### src/rtl/nco_freq_calibrator_if.sv
// Control/measurement bundle between the NCO calibration controller and its
// surroundings: run control, reference/NCO observation and corrected increment.
interface nco_freq_calibrator_if;
  logic               start;
  logic               clearCorr;
  logic        [31:0] phaseIncNom;
  logic               refTick;
  logic               ncoMsb;
  logic        [31:0] phaseIncOut;
  logic               outValid;
  logic               busy;
  logic               locked;
  logic               fail;
  logic signed [15:0] errLast;

  modport master (
    output start, clearCorr, phaseIncNom, refTick, ncoMsb,
    input  phaseIncOut, outValid, busy, locked, fail, errLast
  );

  modport slave (
    input  start, clearCorr, phaseIncNom, refTick, ncoMsb,
    output phaseIncOut, outValid, busy, locked, fail, errLast
  );
endinterface

### src/rtl/nco_freq_calibrator.sv
// Closed-loop NCO phase-increment calibration: counts NCO overflows over a gate of
// reference ticks and steers a signed correction word until the count matches.
module nco_freq_calibrator #(
  parameter int GATE_TICKS    = 16,
  parameter int EXP_COUNT     = 1000,
  parameter int CNT_W         = 24,
  parameter int GAIN_SHIFT    = 8,
  parameter int TOL           = 1,
  parameter int MAX_ITER      = 8,
  parameter int CORR_LIM      = 1048576,
  parameter int SETTLE_CYCLES = 4
) (
  input logic                  clk,
  input logic                  rst,
  nco_freq_calibrator_if.slave bus
);

  localparam int TICK_W = $clog2(GATE_TICKS + 1);
  localparam int ITER_W = $clog2(MAX_ITER + 1);
  localparam int SET_W  = $clog2(SETTLE_CYCLES + 1);
  localparam int ERR_W  = CNT_W + 1;
  localparam int STEP_W = ERR_W + GAIN_SHIFT;
  localparam int WIDE_W = ((STEP_W > 32) ? STEP_W : 32) + 2;

  localparam logic signed [ERR_W-1:0]  EXP_S  = ERR_W'(EXP_COUNT);
  localparam logic signed [ERR_W-1:0]  TOL_S  = ERR_W'(TOL);
  localparam logic signed [WIDE_W-1:0] LIM_W  = WIDE_W'(CORR_LIM);
  localparam logic signed [31:0]       LIM_32 = 32'(CORR_LIM);

  typedef enum logic [2:0] {IDLE, ARM, COUNT, UPDATE, SETTLE, DONE, FAIL} state_t;

  state_t                    state, stateNext;
  logic                      ncoMsb_p1;
  logic        [CNT_W-1:0]   ovfCnt;
  logic        [TICK_W-1:0]  tickCnt;
  logic        [ITER_W-1:0]  iter;
  logic        [SET_W-1:0]   settleCnt;
  logic        [31:0]        nomReg;
  logic signed [31:0]        corr;
  logic        [31:0]        phaseIncOut;
  logic                      outValid;
  logic signed [15:0]        errLast;

  logic                      edgeHit, startAcc, lastTick, settleDone;
  logic                      withinTol, iterOut;
  logic        [ITER_W-1:0]  iterNext;
  logic signed [ERR_W-1:0]   err;
  logic signed [WIDE_W-1:0]  stepWide;
  logic signed [31:0]        corrNext, corrEff;

  function automatic logic [CNT_W-1:0] satCount(input logic [CNT_W-1:0] c, input logic inc);
    return (inc && !(&c)) ? c + 1'b1 : c;
  endfunction

  // Sum is at most (2^32-1) + (2^31-1), so bit 33 only ever means negative.
  function automatic logic [31:0] satInc(input logic [31:0] nom, input logic signed [31:0] c);
    logic signed [33:0] s;
    s = $signed({2'b00, nom}) + $signed({{2{c[31]}}, c});
    if (s[33]) return '0;
    if (s[32]) return '1;
    return s[31:0];
  endfunction

  function automatic logic signed [31:0] clampCorr(input logic signed [WIDE_W-1:0] v);
    if (v > LIM_W)  return LIM_32;
    if (v < -LIM_W) return -LIM_32;
    return v[31:0];
  endfunction

  function automatic logic signed [15:0] sat16(input logic signed [ERR_W-1:0] e);
    logic signed [WIDE_W-1:0] w;
    w = WIDE_W'(e);
    if (w > WIDE_W'(32767))  return 16'sh7FFF;
    if (w < -WIDE_W'(32767)) return -16'sh7FFF;
    return w[15:0];
  endfunction

  assign edgeHit    = bus.ncoMsb & ~ncoMsb_p1;
  assign startAcc   = (state inside {IDLE, DONE, FAIL}) && bus.start;
  assign lastTick   = bus.refTick && (tickCnt == TICK_W'(GATE_TICKS - 1));
  assign settleDone = (settleCnt == SET_W'(SETTLE_CYCLES - 1));
  assign err        = EXP_S - $signed({1'b0, ovfCnt});
  assign withinTol  = (err <= TOL_S) && (err >= -TOL_S);
  assign iterNext   = iter + 1'b1;
  assign iterOut    = (iterNext >= ITER_W'(MAX_ITER));
  assign stepWide   = WIDE_W'(err) <<< GAIN_SHIFT;
  assign corrNext   = clampCorr(WIDE_W'(corr) + stepWide);
  // A clear arriving with start takes effect before the start uses corr.
  assign corrEff    = bus.clearCorr ? '0 : corr;

  always_ff @(posedge clk) begin
    if (rst) state <= IDLE;
    else     state <= stateNext;
  end

  always_comb begin
    stateNext = state;
    case (state)
      IDLE, DONE, FAIL: if (bus.start) stateNext = SETTLE;
      ARM:              if (bus.refTick) stateNext = COUNT;
      COUNT:            if (lastTick) stateNext = UPDATE;
      UPDATE: begin
        if (withinTol)    stateNext = DONE;
        else if (iterOut) stateNext = FAIL;
        else              stateNext = SETTLE;
      end
      SETTLE:           if (settleDone) stateNext = ARM;
      default:          stateNext = IDLE;
    endcase
  end

  // Measurement/correction datapath; output word is registered, so outValid and
  // the new value appear together one cycle after start acceptance or UPDATE.
  always_ff @(posedge clk) begin
    if (rst) begin
      ncoMsb_p1   <= 1'b0;
      ovfCnt      <= '0;
      tickCnt     <= '0;
      iter        <= '0;
      settleCnt   <= '0;
      nomReg      <= '0;
      corr        <= '0;
      phaseIncOut <= '0;
      outValid    <= 1'b0;
      errLast     <= '0;
    end else begin
      ncoMsb_p1 <= bus.ncoMsb;
      outValid  <= 1'b0;
      case (state)
        IDLE, DONE, FAIL: begin
          if (bus.clearCorr) corr <= '0;
          if (startAcc) begin
            nomReg      <= bus.phaseIncNom;
            iter        <= '0;
            settleCnt   <= '0;
            phaseIncOut <= satInc(bus.phaseIncNom, corrEff);
            outValid    <= 1'b1;
          end
        end
        ARM: begin
          if (bus.refTick) begin
            ovfCnt  <= '0;
            tickCnt <= '0;
          end
        end
        COUNT: begin
          ovfCnt <= satCount(ovfCnt, edgeHit);
          if (bus.refTick) tickCnt <= tickCnt + 1'b1;
        end
        UPDATE: begin
          errLast <= sat16(err);
          iter    <= iterNext;
          if (!withinTol && !iterOut) begin
            corr        <= corrNext;
            phaseIncOut <= satInc(nomReg, corrNext);
            outValid    <= 1'b1;
            settleCnt   <= '0;
          end
        end
        SETTLE: settleCnt <= settleDone ? '0 : settleCnt + 1'b1;
        default: ;
      endcase
    end
  end

  assign bus.phaseIncOut = phaseIncOut;
  assign bus.outValid    = outValid;
  assign bus.errLast     = errLast;
  assign bus.busy        = state inside {ARM, COUNT, UPDATE, SETTLE};
  assign bus.locked      = (state == DONE);
  assign bus.fail        = (state == FAIL);

endmodule

### src/flat_wrapper.sv
// flat-port wrapper written by rule: the top's interface ports become plain ports
module nco_freq_calibrator_flat 
#(
  parameter int GATE_TICKS    = 16,
  parameter int EXP_COUNT     = 1000,
  parameter int CNT_W         = 24,
  parameter int GAIN_SHIFT    = 8,
  parameter int TOL           = 1,
  parameter int MAX_ITER      = 8,
  parameter int CORR_LIM      = 1048576,
  parameter int SETTLE_CYCLES = 4
)
  (clk, rst, bus_start, bus_clearCorr, bus_phaseIncNom, bus_refTick, bus_ncoMsb, bus_phaseIncOut, bus_outValid, bus_busy, bus_locked, bus_fail, bus_errLast);
  nco_freq_calibrator_if bus_i ();
  input logic clk;
  input logic rst;
  input wire logic [$bits(bus_i.start)-1:0] bus_start;
  input wire logic [$bits(bus_i.clearCorr)-1:0] bus_clearCorr;
  input wire logic [$bits(bus_i.phaseIncNom)-1:0] bus_phaseIncNom;
  input wire logic [$bits(bus_i.refTick)-1:0] bus_refTick;
  input wire logic [$bits(bus_i.ncoMsb)-1:0] bus_ncoMsb;
  output wire logic [$bits(bus_i.phaseIncOut)-1:0] bus_phaseIncOut;
  output wire logic [$bits(bus_i.outValid)-1:0] bus_outValid;
  output wire logic [$bits(bus_i.busy)-1:0] bus_busy;
  output wire logic [$bits(bus_i.locked)-1:0] bus_locked;
  output wire logic [$bits(bus_i.fail)-1:0] bus_fail;
  output wire logic [$bits(bus_i.errLast)-1:0] bus_errLast;
  assign bus_i.start = bus_start;
  assign bus_i.clearCorr = bus_clearCorr;
  assign bus_i.phaseIncNom = bus_phaseIncNom;
  assign bus_i.refTick = bus_refTick;
  assign bus_i.ncoMsb = bus_ncoMsb;
  assign bus_phaseIncOut = bus_i.phaseIncOut;
  assign bus_outValid = bus_i.outValid;
  assign bus_busy = bus_i.busy;
  assign bus_locked = bus_i.locked;
  assign bus_fail = bus_i.fail;
  assign bus_errLast = bus_i.errLast;
  nco_freq_calibrator #(.GATE_TICKS(GATE_TICKS), .EXP_COUNT(EXP_COUNT), .CNT_W(CNT_W), .GAIN_SHIFT(GAIN_SHIFT), .TOL(TOL), .MAX_ITER(MAX_ITER), .CORR_LIM(CORR_LIM), .SETTLE_CYCLES(SETTLE_CYCLES)) u_core (.clk(clk), .rst(rst), .bus(bus_i));
endmodule
### config.mk
export PLATFORM = sky130hd
export DESIGN_NAME = nco_freq_calibrator_flat
export DESIGN_NICKNAME = d
export VERILOG_FILES = /design/src/rtl/nco_freq_calibrator_if.sv /design/src/rtl/nco_freq_calibrator.sv /design/src/flat_wrapper.sv
export SDC_FILE = /design/constraint.sdc
export NUM_CORES = 1
export LEC_CHECK = 0
export CAP_MARGIN = 10
export CORE_MARGIN = 4
export CORE_UTILIZATION = 62
export DETAILED_ROUTE_END_ITERATION = 10
export GPL_TIMING_DRIVEN = 0
export PLACE_DENSITY = 0.91
export SYNTH_ARGS = -nofsm -noshare
export SYNTH_HDL_FRONTEND = slang
export SYNTH_SLANG_ARGS = --single-unit
export TNS_END_PERCENT = 10
### constraint.sdc
create_clock -name clk -period 21.5 [get_ports clk]
set_clock_uncertainty 0.05 [all_clocks]
set_input_delay 6.45 -clock clk [delete_from_list [all_inputs] [get_ports clk]]
set_output_delay 6.45 -clock clk [all_outputs]
set_load 0.05 [all_outputs]
; ---- Word-level counts from Yosys, hierarchy flattened
; Cells that the tools add are included.
[word_totals]
ramBits = 0
n_memories = 0
latch_bits = 0
rom_bits = 0
reg_bits = 153
output_inout_bits = 52
[op_classes]
reduce_logical = 24
div_mod_pow = 0
magnitude_cmp = 7
shift = 0
n_mux = 72
add_sub_neg = 8
n_eq_ne = 16
mul = 0
n_bitwise = 2
[op_table]
columns = op, n
row1 = 2-to-1 mux 32 bit, 16
row2 = one-hot mux 32 bit (2 select lines), 2
row3 = adder 33 x 32 -> 34 bit, 2
row4 = 2-to-1 mux 16 bit, 4
row5 = 2-to-1 mux 24 bit, 2
row6 = one-hot mux 24 bit (2 select lines), 1
row7 = greater-than comparator 35 x 22 -> 1 bit (second input constant), 1
row8 = less-than comparator 35 x 21 -> 1 bit (second input constant), 1
row9 = adder 32 x 33 -> 34 bit, 1
row10 = 2-to-1 mux 1 bit, 30
row11 = greater-or-equal comparator 25 x 1 -> 1 bit (second input constant), 1
row12 = greater-than comparator 25 x 16 -> 1 bit (second input constant), 1
row13 = less-or-equal comparator 25 x 2 -> 1 bit (second input constant), 1
row14 = less-than comparator 25 x 16 -> 1 bit (second input constant), 1
row15 = subtractor 10 x 24 -> 25 bit (first input constant), 1
row16 = adder 24 x 1 -> 24 bit (second input constant), 1
row17 = 2-to-1 mux 3 bit, 8
row18 = AND reduction 24 bit, 1
row19 = one-hot mux 3 bit (5 select lines), 1
row20 = AND reduction 3 bit, 4
row21 = 2-to-1 mux 5 bit, 2
row22 = != test 2 x 1 -> 1 bit (second input constant), 5
row23 = one-hot mux 5 bit (2 select lines), 1
row24 = equality test 3 x 2 -> 1 bit (second input constant), 3
row25 = 24 further kinds, 38

; ---- Depth between registers and ports, before layout
[depth]
ltp_word = 20
depth_mapped = 35
ltp_nobuf = 30

; ---- Worst setup path before layout
; No wires, ideal clock.
[synth_timing]
kind = in2reg
startpoint = input port bus_clearCorr
endpoint = register u_core.phaseIncOut[12], in the netlist u_core.bus.phaseIncOut[12]
path_slack_ps = 11723
required_ps = 21371
path_stages = 15
arrival_time_ps = 9649
cell_sequence = clkbuf_1 -> nor2b_1 -> ha_1 -> o211ai_1 -> o211ai_1 -> nand3_1 -> a2111oi_0 -> o211ai_1 -> a31oi_1 -> mux2i_1 -> and3_1 -> clkbuf_1 -> clkbuf_1 -> o21ai_0 -> o211ai_1
[synth_between]
elab_chain_cells = 11
[synth_rtl]
columns = item, line_no
row1 = from (decl), flat_wrapper.sv:18  ; input wire logic [$bits(bus_i.clearCorr)-1:0] bus_clearCorr;
row2 = 2-to-1 mux 32 bit (*), n/a
row3 = adder 33 x 32 -> 34 bit (*), nco_freq_calibrator.sv:58  ; s = $signed({2'b00, nom}) + $signed({{2{c[31]}}, c});
row4 = 2-to-1 mux 1 bit (2 in a row), nco_freq_calibrator.sv:60  ; if (s[32]) return '1;
row5 = 2-to-1 mux 1 bit, nco_freq_calibrator.sv:132  ; if (startAcc) begin
row6 = 2-to-1 mux 1 bit, nco_freq_calibrator.sv:129  ; case (state)
row7 = 2-to-1 mux 1 bit, nco_freq_calibrator.sv:115  ; if (rst) begin
row8 = 2-to-1 mux 32 bit, nco_freq_calibrator.sv:61  ; return s[31:0];
row9 = 2-to-1 mux 32 bit (*), nco_freq_calibrator.sv:60
row10 = 2-to-1 mux 32 bit (*), nco_freq_calibrator.sv:132
row11 = one-hot mux 32 bit (2 select lines) (*), nco_freq_calibrator.sv:129
row12 = to (signal assigned), nco_freq_calibrator.sv:136  ; phaseIncOut <= satInc(bus.phaseIncNom, corrEff);
row13 = to (signal assigned), nco_freq_calibrator.sv:155  ; phaseIncOut <= satInc(nomReg, corrNext);
row14 = to (decl), nco_freq_calibrator.sv:40  ; logic [31:0] phaseIncOut;
; Mark *: on every way between the ends. The rest lies on a longest branch, timed or not. The select of a mux whose other input is x is not followed.
; A chain may end at the register's enable or synchronous reset.

; ---- Final worst setup path
[layout_timing]
startpoint = input port bus_clearCorr
endpoint = register u_core.phaseIncOut[30], in the netlist u_core.bus.phaseIncOut[30]
; Same word-level chain as after synthesis.

==> summary.md <==
| Metric | Value |
|---|---|
| Fillers | between 1.5k and 2k |
| H-tree depth | 4 |
| Fin crit period | about 12 ns |
| Largest net degree at the start of global routing | 17 |
| ANT cells | 0 |
| Critical Path Slowest Stage Cell | a2111oi_0 |
| Family with the most delay on the worst path | compound AO/OA/AOI/OAI gates |
| Clock Pin Slew Worst Setup and Hold Paths | 0.07 ns |
| List of most frequent post-synthesis cells | nand2_1, a21oi_1, nor2_1 |
| Pleak | ~6.0 nW |
| Share of cells above drive strength 1 | 3.98% |
| Top cell by count, worst path | o211ai_1 |
| Worst Path Required | 21.81 ns |
| TNS Setup | 0 ns |
| Most numerous cell in the Yosys netlist | nand2_1 |
| Num rows | 51 |
| Post-synth top area share | about a quarter |
| Final #Nets | 1966 |
| Final count of hold timing violations | 0 |
| Period utilization | between 50 and 60% |
| Total CTS buffers | 17 |
| Ys flop type | dfxtp_1 |
| Via count | 13.2k |
| GR Util All Layers | roughly a third |
| Routed Antenna Nets | 0 |
| Reg-to-Reg Start | u_core.ovfCnt[0] |
| Cells after Synth | about 1.7k |
| Worst skew pair latency | between 0.4 and 0.5 ns |
| CORE AREA | just under 20000 um2 |
| Crit end category | register |
| Worst hold slack | 0.413 ns |
| CTS Sinks | roughly 150 |
| Post-Syn Nets | around 1.9k |
| Worst reg2reg endpoint | u_core.bus.phaseIncOut[22] |
| Crit path to | u_core.bus.phaseIncOut[30] |
| DRC violations left | 0 |
| Setup CP Type | input pin to register |
| Post-Syn Area | 12600 um2 |
| Setup ws final | 9.71 ns |
| Status | finished, final reports clean |
| Max Cap Viol | 0 |
| Gr ovfl total | 0 |
| Number of global-route vias before repair | 12.0k |
| Top cells by area, synth | dfxtp_1, ha_1, a21oi_1 |
| WL final | roughly 40000 um |
| Die ar. | roughly 23000 um2 |
| Maximum fanout along the worst path | 10 |
| WL/cell | 18.6 um |
| Root Buffer | clkbuf_16 |
| Post-synth ARST share | 0% |
| Synth Area per Inst | roughly 7.4 um2 |
| Final setup violating endpoints | 0 |
| Clock Tree Buf Depth | 2 |
| Synthesized flop and latch total | 153 |
| R2R cell count | 33 |
| Post-synth EDFFs | 0 |
| Buf/Inv on CP | 4 |
| Worst reg2reg setup slack | roughly 12 ns |
| Hold Startpoint | u_core.bus.errLast[13] |
| Drt first pass iters | 6 |
| Leading area contributor after synthesis | dfxtp_1 |
| Die Span Y | 151 um |
| Initial DRC Count | about 1.4k |
| Sequential area share after synthesis | 24.3% |
| Synth unique cells | between 70 and 80 |
| Max Freq | 84.8 MHz |
| HP Class | register to register |
| Least-Margin Pin Slew | around 1.1 ns |
| Synth warnings | 0 |
| CP max stage delay | 0.94 ns |
| CP Depth | 16 |
| Final GP Congestion | 0.976 |
| Pre-CTS WS | 9.30 ns |
| Die Width | 151 um |
| Resized Gates After CTS | 0 |
| Initial antenna violation count | 0 |
| Initial core utilization | 64.1% |
| Critical path cell sequence | clkdlybuf4s50_1, clkbuf_1, nor2b_1, ha_1, o211ai_1, o211ai_1, nand3_1, a2111oi_0, o211ai_1, a31oi_1, mux2i_1, and3_1, clkbuf_1, clkbuf_1, o21ai_0, o211ai_1 |
| First-pass GRT wire length | between 60000 and 70000 um |
| CTS Hold Bufs | 0 |
| Post-CTS Setup Bufs | 0 |
| RSZ-0062 raised after global routing | false |
| Pwr/cell area | between 80 and 90 nW/um2 |
| Critical Path Start | bus_clearCorr |
| HPWL after DPL | 30800 um |
| Area Overhead vs Synth | 14.5% |
| Peak VDD IR | between 0.00006 and 0.00007 V |
| Slew Viols, Final | 0 |
| CTS tree | done |
| Startpoint types | input pin |
| Port Buffer Count | 88 |
| Critical Path AT | 12.10 ns |
| Vias per cell | 6.28 |
| Top Ports | 90 |
| Max-slew headroom | a little over a quarter |
==> logic make-up after synthesis <==
logic type	Yosys count	share of synthesized area [%]
simple gates	664	25.1
compound gates	525	26.2
flops	153	24.3
buf+inv	131	4.13
xor+xnor	116	8.04
fa+ha+maj	109	11.0
mux	14	1.27
==> routing by layer <==
layer / wire length [um] / up-vias / track usage, %
li1: - / 6381 / -
met5: 0 / - / 0
met4: 1440 / 0 / 13.6
met2: 18100 / 601 / 56.6
met3: 3220 / 98 / 5.00
met1: 16200 / 6088 / 43.3
==> flip-flops by register name, indices dropped and copies added, names as in the netlist <==
name,flops
u_core.bus.phaseIncOut,32
u_core.corr,32
u_core.nomReg,32
u_core.ovfCnt,24
u_core.bus.errLast,16
u_core.tickCnt,5
u_core.iter,4
u_core.settleCnt,3
u_core.state,3
u_core.bus.outValid,1
u_core.ncoMsb_p1,1
==> layout make-up <==
cell class / count / area, um2 / share of cell area [%]
buffer: 85 / 349 / 2.41
sequential: 153 / 3060 / 21.2
clock inverter: 14 / 185 / 1.28
timing repair buffer: 88 / 881 / 6.09
tap: 265 / 332 / 2.29
inverter: 46 / 173 / 1.19
multi-input combinational: 1428 / 9040 / 62.5
clock buffer: 18 / 439 / 3.04
==> worst min-delay path: cells and delay by family (launching register included) <==
kind            cells  cell delay (ns)
flops               1             0.31
compound gates      1             0.05
simple gates        1             0.05
==> power by group <==
part           total (mW)  switching, mW  internal [mW]  leakage, nW
clock               0.329          0.140          0.189        0.302
sequential          0.354         0.0249          0.329         1.25
combinational       0.496          0.332          0.164         4.46
total                1.18          0.497          0.682         6.01
==> how the worst min path moves through the flow <==
stage                                 endpoint  slack, ns  depth (start not counted)
global route        u_core.bus.phaseIncOut[20]       0.42                          2
floorplan                  u_core.settleCnt[1]       0.39                          2
global placement        u_core.bus.errLast[11]       0.40                          2
detailed placement  u_core.bus.phaseIncOut[20]       0.40                          2
finish                  u_core.bus.errLast[13]       0.41                          2
CTS                 u_core.bus.phaseIncOut[20]       0.41                          2
==> stage by stage <==
| stage | util (%) | cells | power (mW) | instance area [um2] |
|---|---|---|---|---|
| after CTS | 73.4 | 2097 | 1.17 | 14500 |
| after global routing | 73.4 | 2097 | 1.23 | 14500 |
| after detailed placement | 70.2 | 2065 | 0.847 | 13800 |
| final | 73.4 | 2097 | 1.18 | 14500 |
| after global placement | 70.2 | 2065 | 0.836 | 13800 |
| after floorplan | - | 1712 | 0.696 | 12600 |
==> cells in the final DEF (no fill, tap or decap), drive strengths merged, types with 21 or more instances in the layout <==
| cell type | count |
|---|---|
| nand2 | 217 |
| nor2b | 48 |
| dfxtp | 153 |
| xor2 | 55 |
| o21ai | 122 |
| inv | 50 |
| a21o | 28 |
| nand3 | 53 |
| nand2b | 24 |
| o21a | 24 |
| xnor2 | 61 |
| a31oi | 21 |
| ha | 105 |
| nor3 | 36 |
| o211ai | 33 |
| and2 | 24 |
| a21oi | 185 |
| clkdlybuf4s50 | 88 |
| clkbuf | 85 |
| nor2 | 162 |
| nand4 | 21 |
No activity file was read; power rests on OpenSTA's default activity.
